$ cat config.mk
export PLATFORM = sky130hd
export DESIGN_NAME = branch_resolve_unit
export DESIGN_NICKNAME = d
export VERILOG_FILES = /design/src/rtl/rv32i_types.sv /design/src/rtl/bru_pred_fifo.sv /design/src/rtl/branch_resolve_unit.sv
export SDC_FILE = /design/constraint.sdc
export NUM_CORES = 1
export LEC_CHECK = 0
export CORE_MARGIN = 2
export CORE_UTILIZATION = 36
export CTS_CLUSTER_SIZE = 10
export DETAILED_ROUTE_END_ITERATION = 8
export DONT_BUFFER_PORTS = 1
export SLEW_MARGIN = 5
export SYNTH_ARGS = -nofsm -noshare
export SYNTH_HDL_FRONTEND = slang
export SYNTH_SLANG_ARGS = --single-unit
$ cat constraint.sdc
create_clock -name clk -period 16 [get_ports clk]
set_clock_uncertainty 0.15 [all_clocks]
set_input_delay 0.8 -clock clk [delete_from_list [all_inputs] [get_ports clk]]
set_output_delay 0.8 -clock clk [all_outputs]
set_load 0.01 [all_outputs]
$ cat src/rtl/rv32i_types.sv
// Shared RV32I type package.
// Holds the branch resolve unit FSM encoding, the predictor update codes
// (also consumed by the fetch gshare predictor) and the queued prediction
// entry layout.
package rv32i_types;

   typedef enum logic [0:0] {
      BRU_IDLE     = 1'b0,
      BRU_REDIRECT = 1'b1
   } bru_state_t;

   // Predictor update encoding on branch_was_taken.
   localparam logic [1:0] BR_UPD_TAKEN     = 2'b10;
   localparam logic [1:0] BR_UPD_NOT_TAKEN = 2'b01;
   localparam logic [1:0] BR_UPD_NONE      = 2'b00;

   typedef struct packed {
      logic [31:0] pc;
      logic        taken;
      logic [31:0] target;
   } bru_pred_entry_t;

   function automatic logic [1:0] br_upd_code(input logic taken);
      return taken ? BR_UPD_TAKEN : BR_UPD_NOT_TAKEN;
   endfunction

endpackage

$ cat src/rtl/bru_pred_fifo.sv
// Circular prediction queue for the branch resolve unit.
// Ports:
//   clk, rst     : clock, synchronous active-high reset
//   push_i       : write push_data_i at the tail (ignored when full)
//   push_data_i  : prediction entry to enqueue
//   pop_i        : drop the head entry (ignored when empty)
//   clear_i      : synchronous flush; wins over push and pop
//   head_o       : entry at the read pointer
//   count_o      : number of valid entries (0..DEPTH)
//   full_o       : count_o == DEPTH
//   empty_o      : count_o == 0
module bru_pred_fifo
   import rv32i_types::*;
#(
   parameter int unsigned DEPTH = 8,
   parameter int unsigned PTR_W = $clog2(DEPTH)
) (
   input  logic            clk,
   input  logic            rst,
   input  logic            push_i,
   input  bru_pred_entry_t push_data_i,
   input  logic            pop_i,
   input  logic            clear_i,
   output bru_pred_entry_t head_o,
   output logic [PTR_W:0]  count_o,
   output logic            full_o,
   output logic            empty_o
);

   localparam logic [PTR_W:0] FullCount = (PTR_W + 1)'(DEPTH);

   bru_pred_entry_t mem_q [DEPTH];
   logic [PTR_W-1:0] rd_ptr_q, rd_ptr_d;
   logic [PTR_W-1:0] wr_ptr_q, wr_ptr_d;
   logic [PTR_W:0]   count_q, count_d;
   logic             push_ok, pop_ok;

   assign full_o  = (count_q == FullCount);
   assign empty_o = (count_q == '0);
   assign count_o = count_q;
   assign head_o  = mem_q[rd_ptr_q];

   always_comb begin
      push_ok  = push_i && !full_o;
      pop_ok   = pop_i && !empty_o;
      rd_ptr_d = rd_ptr_q;
      wr_ptr_d = wr_ptr_q;
      count_d  = count_q;
      if (clear_i) begin
         rd_ptr_d = '0;
         wr_ptr_d = '0;
         count_d  = '0;
      end else begin
         // DEPTH is a power of two, so pointers wrap by plain overflow.
         if (push_ok) wr_ptr_d = wr_ptr_q + PTR_W'(1);
         if (pop_ok)  rd_ptr_d = rd_ptr_q + PTR_W'(1);
         if (push_ok && !pop_ok)      count_d = count_q + (PTR_W + 1)'(1);
         else if (pop_ok && !push_ok) count_d = count_q - (PTR_W + 1)'(1);
      end
   end

   always_ff @(posedge clk) begin
      if (rst) begin
         rd_ptr_q <= '0;
         wr_ptr_q <= '0;
         count_q  <= '0;
      end else begin
         rd_ptr_q <= rd_ptr_d;
         wr_ptr_q <= wr_ptr_d;
         count_q  <= count_d;
      end
   end

   // Storage needs no reset: entries are only read while counted valid.
   always_ff @(posedge clk) begin
      if (push_ok && !clear_i) mem_q[wr_ptr_q] <= push_data_i;
   end

endmodule

$ cat src/rtl/branch_resolve_unit.sv
// Branch resolve unit: execute-stage partner of the fetch gshare predictor.
// Queues predictions from fetch in order, checks each against the execute
// outcome, drives the predictor update, and on a misprediction flushes the
// queue and raises a redirect to fetch via a valid/ready handshake.
// Ports:
//   clk, rst                       : clock, synchronous active-high reset
//   pred_valid/pc/taken/target     : prediction push from fetch
//   pred_ready                     : queue accepts a push (registered-state only)
//   res_valid/pc/taken/target      : resolution of the oldest in-flight branch
//   completed_branch_addr          : predictor update PC (1 cycle after resolve)
//   branch_was_taken               : 2'b10 taken, 2'b01 not taken, 2'b00 none
//   redirect_valid/pc/ready        : redirect handshake to fetch
//   order_err                      : sticky resolve-ordering error
//   perf_branches/perf_mispredicts : only when BRU_PERF_CNT_EN is defined
// Configuration macro: BRU_PERF_CNT_EN adds saturating performance counters.
module branch_resolve_unit
   import rv32i_types::*;
#(
   parameter int unsigned DEPTH = 8,
   parameter int unsigned PTR_W = $clog2(DEPTH)
) (
   input  logic        clk,
   input  logic        rst,
   input  logic        pred_valid,
   input  logic [31:0] pred_pc,
   input  logic        pred_taken,
   input  logic [31:0] pred_target,
   output logic        pred_ready,
   input  logic        res_valid,
   input  logic [31:0] res_pc,
   input  logic        res_taken,
   input  logic [31:0] res_target,
   output logic [31:0] completed_branch_addr,
   output logic [1:0]  branch_was_taken,
   output logic        redirect_valid,
   output logic [31:0] redirect_pc,
   input  logic        redirect_ready,
   output logic        order_err
`ifdef BRU_PERF_CNT_EN
   ,
   output logic [31:0] perf_branches,
   output logic [31:0] perf_mispredicts
`endif
);

   bru_state_t      state_q, state_d;
   logic [31:0]     redirect_pc_q, redirect_pc_d;
   logic [31:0]     upd_addr_q, upd_addr_d;
   logic [1:0]      upd_code_q, upd_code_d;
   logic            order_err_q, order_err_d;

   bru_pred_entry_t push_entry;
   bru_pred_entry_t fifo_head;
   logic [PTR_W:0]  fifo_count;
   logic            fifo_full, fifo_empty;
   logic            push, res_accept, mispredict;

   assign push_entry = '{pc: pred_pc, taken: pred_taken, target: pred_target};

   // Depends on registered state only, so fetch never sees a comb path.
   assign pred_ready = !fifo_full && (state_q == BRU_IDLE);

   always_comb begin
      push       = pred_valid && pred_ready;
      res_accept = (state_q == BRU_IDLE) && res_valid && !fifo_empty;
      // A not-taken branch has no meaningful target, so only compare it on taken.
      mispredict = res_accept &&
                   ((res_taken != fifo_head.taken) ||
                    (res_taken && (res_target != fifo_head.target)));
   end

   bru_pred_fifo #(
      .DEPTH (DEPTH),
      .PTR_W (PTR_W)
   ) u_fifo (
      .clk         (clk),
      .rst         (rst),
      .push_i      (push),
      .push_data_i (push_entry),
      .pop_i       (res_accept),
      .clear_i     (mispredict),
      .head_o      (fifo_head),
      .count_o     (fifo_count),
      .full_o      (fifo_full),
      .empty_o     (fifo_empty)
   );

   always_comb begin
      state_d       = state_q;
      redirect_pc_d = redirect_pc_q;
      case (state_q)
         BRU_IDLE: begin
            if (mispredict) begin
               state_d       = BRU_REDIRECT;
               redirect_pc_d = res_taken ? res_target : res_pc + 32'd4;
            end
         end
         BRU_REDIRECT: begin
            if (redirect_ready) state_d = BRU_IDLE;
         end
         default: state_d = BRU_IDLE;
      endcase
   end

   always_comb begin
      upd_addr_d  = res_accept ? res_pc : 32'd0;
      upd_code_d  = res_accept ? br_upd_code(res_taken) : BR_UPD_NONE;
      // Resolve while empty is dropped; a PC mismatch still pops and updates.
      order_err_d = order_err_q ||
                    ((state_q == BRU_IDLE) && res_valid &&
                     (fifo_empty || (res_pc != fifo_head.pc)));
   end

   always_ff @(posedge clk) begin
      if (rst) begin
         state_q       <= BRU_IDLE;
         redirect_pc_q <= 32'd0;
         upd_addr_q    <= 32'd0;
         upd_code_q    <= BR_UPD_NONE;
         order_err_q   <= 1'b0;
      end else begin
         state_q       <= state_d;
         redirect_pc_q <= redirect_pc_d;
         upd_addr_q    <= upd_addr_d;
         upd_code_q    <= upd_code_d;
         order_err_q   <= order_err_d;
      end
   end

   assign completed_branch_addr = upd_addr_q;
   assign branch_was_taken      = upd_code_q;
   assign redirect_valid        = (state_q == BRU_REDIRECT);
   assign redirect_pc           = redirect_pc_q;
   assign order_err             = order_err_q;

`ifdef BRU_PERF_CNT_EN
   logic [31:0] perf_br_q, perf_mp_q;

   always_ff @(posedge clk) begin
      if (rst) begin
         perf_br_q <= 32'd0;
         perf_mp_q <= 32'd0;
      end else begin
         if (res_accept && (perf_br_q != 32'hFFFF_FFFF)) perf_br_q <= perf_br_q + 32'd1;
         if (mispredict && (perf_mp_q != 32'hFFFF_FFFF)) perf_mp_q <= perf_mp_q + 32'd1;
      end
   end

   assign perf_branches    = perf_br_q;
   assign perf_mispredicts = perf_mp_q;
`endif

endmodule

==> impl_metrics.json <==
{
  "status": "finished, final reports clean",
  "grt_overflow": 0,
  "path_clk_slew_ns": 0.06,
  "post-dp-hpwl_um": 39800,
  "seq_area_frac_synth": 0.718,
  "h-tree-depth": 3,
  "dp_cells": 2158,
  "cts_hold_buffers": 0,
  "fin_setup_tns_ns": 0,
  "setup-violations-final": 0,
  "die_y_um": 262,
  "synth_fp_nets": 1484,
  "worstSetupEndpointType": "register",
  "cp_max_fo": 43,
  "rsz0062_at_grt": "no",
  "seq_power_share": 0.465,
  "drtAntennaViolNets": 0,
  "syn_to_final_growth_pct": 13.0,
  "ys_ff_latch": 601,
  "fill_cells": 5805,
  "period_share": 0.369,
  "synth_ff_type": "edfxtp_1",
  "hold_path.class": "in -> reg",
  "yosysWarnings": 0,
  "power.leakage_nw": 8.26,
  "clk_latency_ns": 0.61,
  "ys_async_sr_fraction": 0,
  "power.density_nw_per_um2": 152,
  "required_ns": 16.09,
  "vias_per_cell": 5.34,
  "grt_use_total": 0.177,
  "nNetsFinal": 1509,
  "syn_avg_cell_area_um2": 17.9,
  "synth.distinct_cells": 46,
  "p_comb_frac": 0.177,
  "grt_max_degree": 67,
  "layout-drive-gt1-share": 0.187,
  "p_sw_w": 0.00109,
  "start_kind": "register",
  "grt_pass1_vias": 12366,
  "io_pins": 204,
  "post-route-min-period_ns": 5.90,
  "die_area_um2": 68800,
  "worst_pin_slew_ns": 1.09,
  "maxCapViolCount": 0,
  "grt_pass1_wl_um": 88700,
  "stdcell_count": 2288,
  "port_buffers": 0,
  "core_area_um2": 65900,
  "cts_setup_buffers": 0,
  "post_cts_resized": 0,
  "yosys.area.top_type": "edfxtp_1",
  "internal_power_w": 0.00304,
  "maxSlewHeadroom": 0.267,
  "routabilityCongestion": 0.821,
  "root_buffer": "clkbuf_16",
  "start_util": 0.364,
  "drc_errors": 0,
  "ys_top_cells_by_area": "edfxtp_1 (65%), mux4_2 (10%), dfxtp_1 (6.8%)",
  "layout_common_cells": "edfxtp_1 (520), mux4_2 (110), dfxtp_1 (78)",
  "synth_area_um2": 24000,
  "drv_slew": 0,
  "row_count": 94,
  "drt_first_iter_violations": 1240,
  "vias": 12229,
  "cts_tree": "done",
  "arrival_ns": 5.99,
  "dr.pass1.iters": 5,
  "syn_inst": 1342,
  "fmax_mhz": 170,
  "antenna_found_initial": 0,
  "critPathKind": "reg -> reg",
  "swShare": 0.264,
  "hold_viol": 0,
  "synth-edff-count": 520,
  "die_w_um": 262,
  "cts_buffers": 71,
  "postLayoutCoreUtil": 0.412,
  "final_common_cell": "edfxtp_1",
  "clk_path_buf_depth": 3,
  "routed_wl_um": 62000,
  "clock_power_share": 0.358,
  "peakVddDrop_v": 0.0000893,
  "cts.sinks": 601,
  "synth_top_area_share": 0.651,
  "wl_per_cell_um": 27.1
}
area by class of cell:
class / count / area [µm²] / area share
multi-input cells: 662 / 6470 / 0.238
well taps: 864 / 1080 / 0.0398
repair buffers: 25 / 188 / 0.00692
inverters: 6 / 22.5 / 0.000830
diodes: 1 / 2.50 / 0.0000922
flip-flops and latches: 601 / 17200 / 0.636
clock inverters: 7 / 88.8 / 0.00327
clock buffers: 122 / 2030 / 0.0748
flip-flops by register name, summed over array words and instances, names as in the netlist, named ones only:
register,count
redirect_valid,1
u_fifo.mem_q,520
completed_branch_addr,32
redirect_pc,32
branch_was_taken,2
order_err,1
u_fifo.wr_ptr_q,3
u_fifo.count_o,4
u_fifo.rd_ptr_q,3
per-layer routing:
layer | routed length, µm | track usage | part of all wire
met5 | 0 | 0 | 0
met4 | 1410 | 0.0587 | 0.023
met3 | 6260 | 0.0690 | 0.10
met2 | 29100 | 0.276 | 0.47
met1 | 25200 | 0.227 | 0.41
path summary, 6_finish.rpt:
check                 start             endpoint  slack [ns]  depth (start not counted)
max reg2reg        register  u_fifo.mem_q[1][58]       10.10                         11
max                register  u_fifo.mem_q[1][58]       10.10                         11
min reg2reg  redirect_pc[3]       redirect_pc[3]        0.36                          2
min                     rst      redirect_pc[28]        0.11                          1
through the flow:
| stage | cell area [µm²] | hold WS, ns | power [W] | worst slack, ns |
|---|---|---|---|---|
| after floorplan | 24000 | 0.344 | 0.00250 | 6.62 |
| after global placement | 25000 | 0.356 | 0.00268 | 10.04 |
| after detailed placement | 25000 | 0.358 | 0.00269 | 10.04 |
| after CTS | 27100 | 0.0830 | 0.00418 | 10.03 |
| after global routing | 27100 | 0.0923 | 0.00430 | 9.69 |
| final | 27100 | 0.115 | 0.00413 | 10.10 |
cells by family (layout without fill, tap and decap cells):
group	count (synthesis)	in the layout	share of synthesized area
buf+inv	79	160	0.0156
other cells	0	1	0
xor+xnor	92	92	0.0336
fa+ha+maj	7	7	0.00396
simple gates	224	224	0.0525
flops	601	601	0.718
mux	211	211	0.147
compound gates	128	128	0.0294
power groups by stage:
| stage | logic, W | clock network (W) | registers [W] |
|---|---|---|---|
| floorplan | 0.000573 | 0 | 0.00193 |
| global placement | 0.000736 | 0 | 0.00195 |
| detailed placement | 0.000740 | 0 | 0.00195 |
| CTS | 0.000744 | 0.00151 | 0.00192 |
| global route | 0.000798 | 0.00157 | 0.00193 |
| finish | 0.000731 | 0.00148 | 0.00192 |
synth_stat cells (15+ instances only):
cell type and n:
nand2_1 38, a21oi_1 45, nor2_1 24, clkbuf_1 31
buf_2 29, and2_1 36, dfxtp_1 81, mux2i_1 71
edfxtp_1 520, xnor2_1 37, nand4_1 15, mux2_2 30
mux4_2 110, nand3b_1 22, nor3_1 25, xor2_1 55
o21ai_0 55
worst max-delay path: stages, from the launching register on:
cell and delay (ns):
dfxtp_4 0.78, buf_4 0.67, mux4_2 0.58, mux2i_1 0.21
xnor2_1 0.09, nor4_1 0.49, nand4_1 0.30, nor4_4 0.41
nor2_2 0.25, nor4_2 0.34, buf_4 0.50, buf_4 0.61
(Power assumes the default switching activity.)
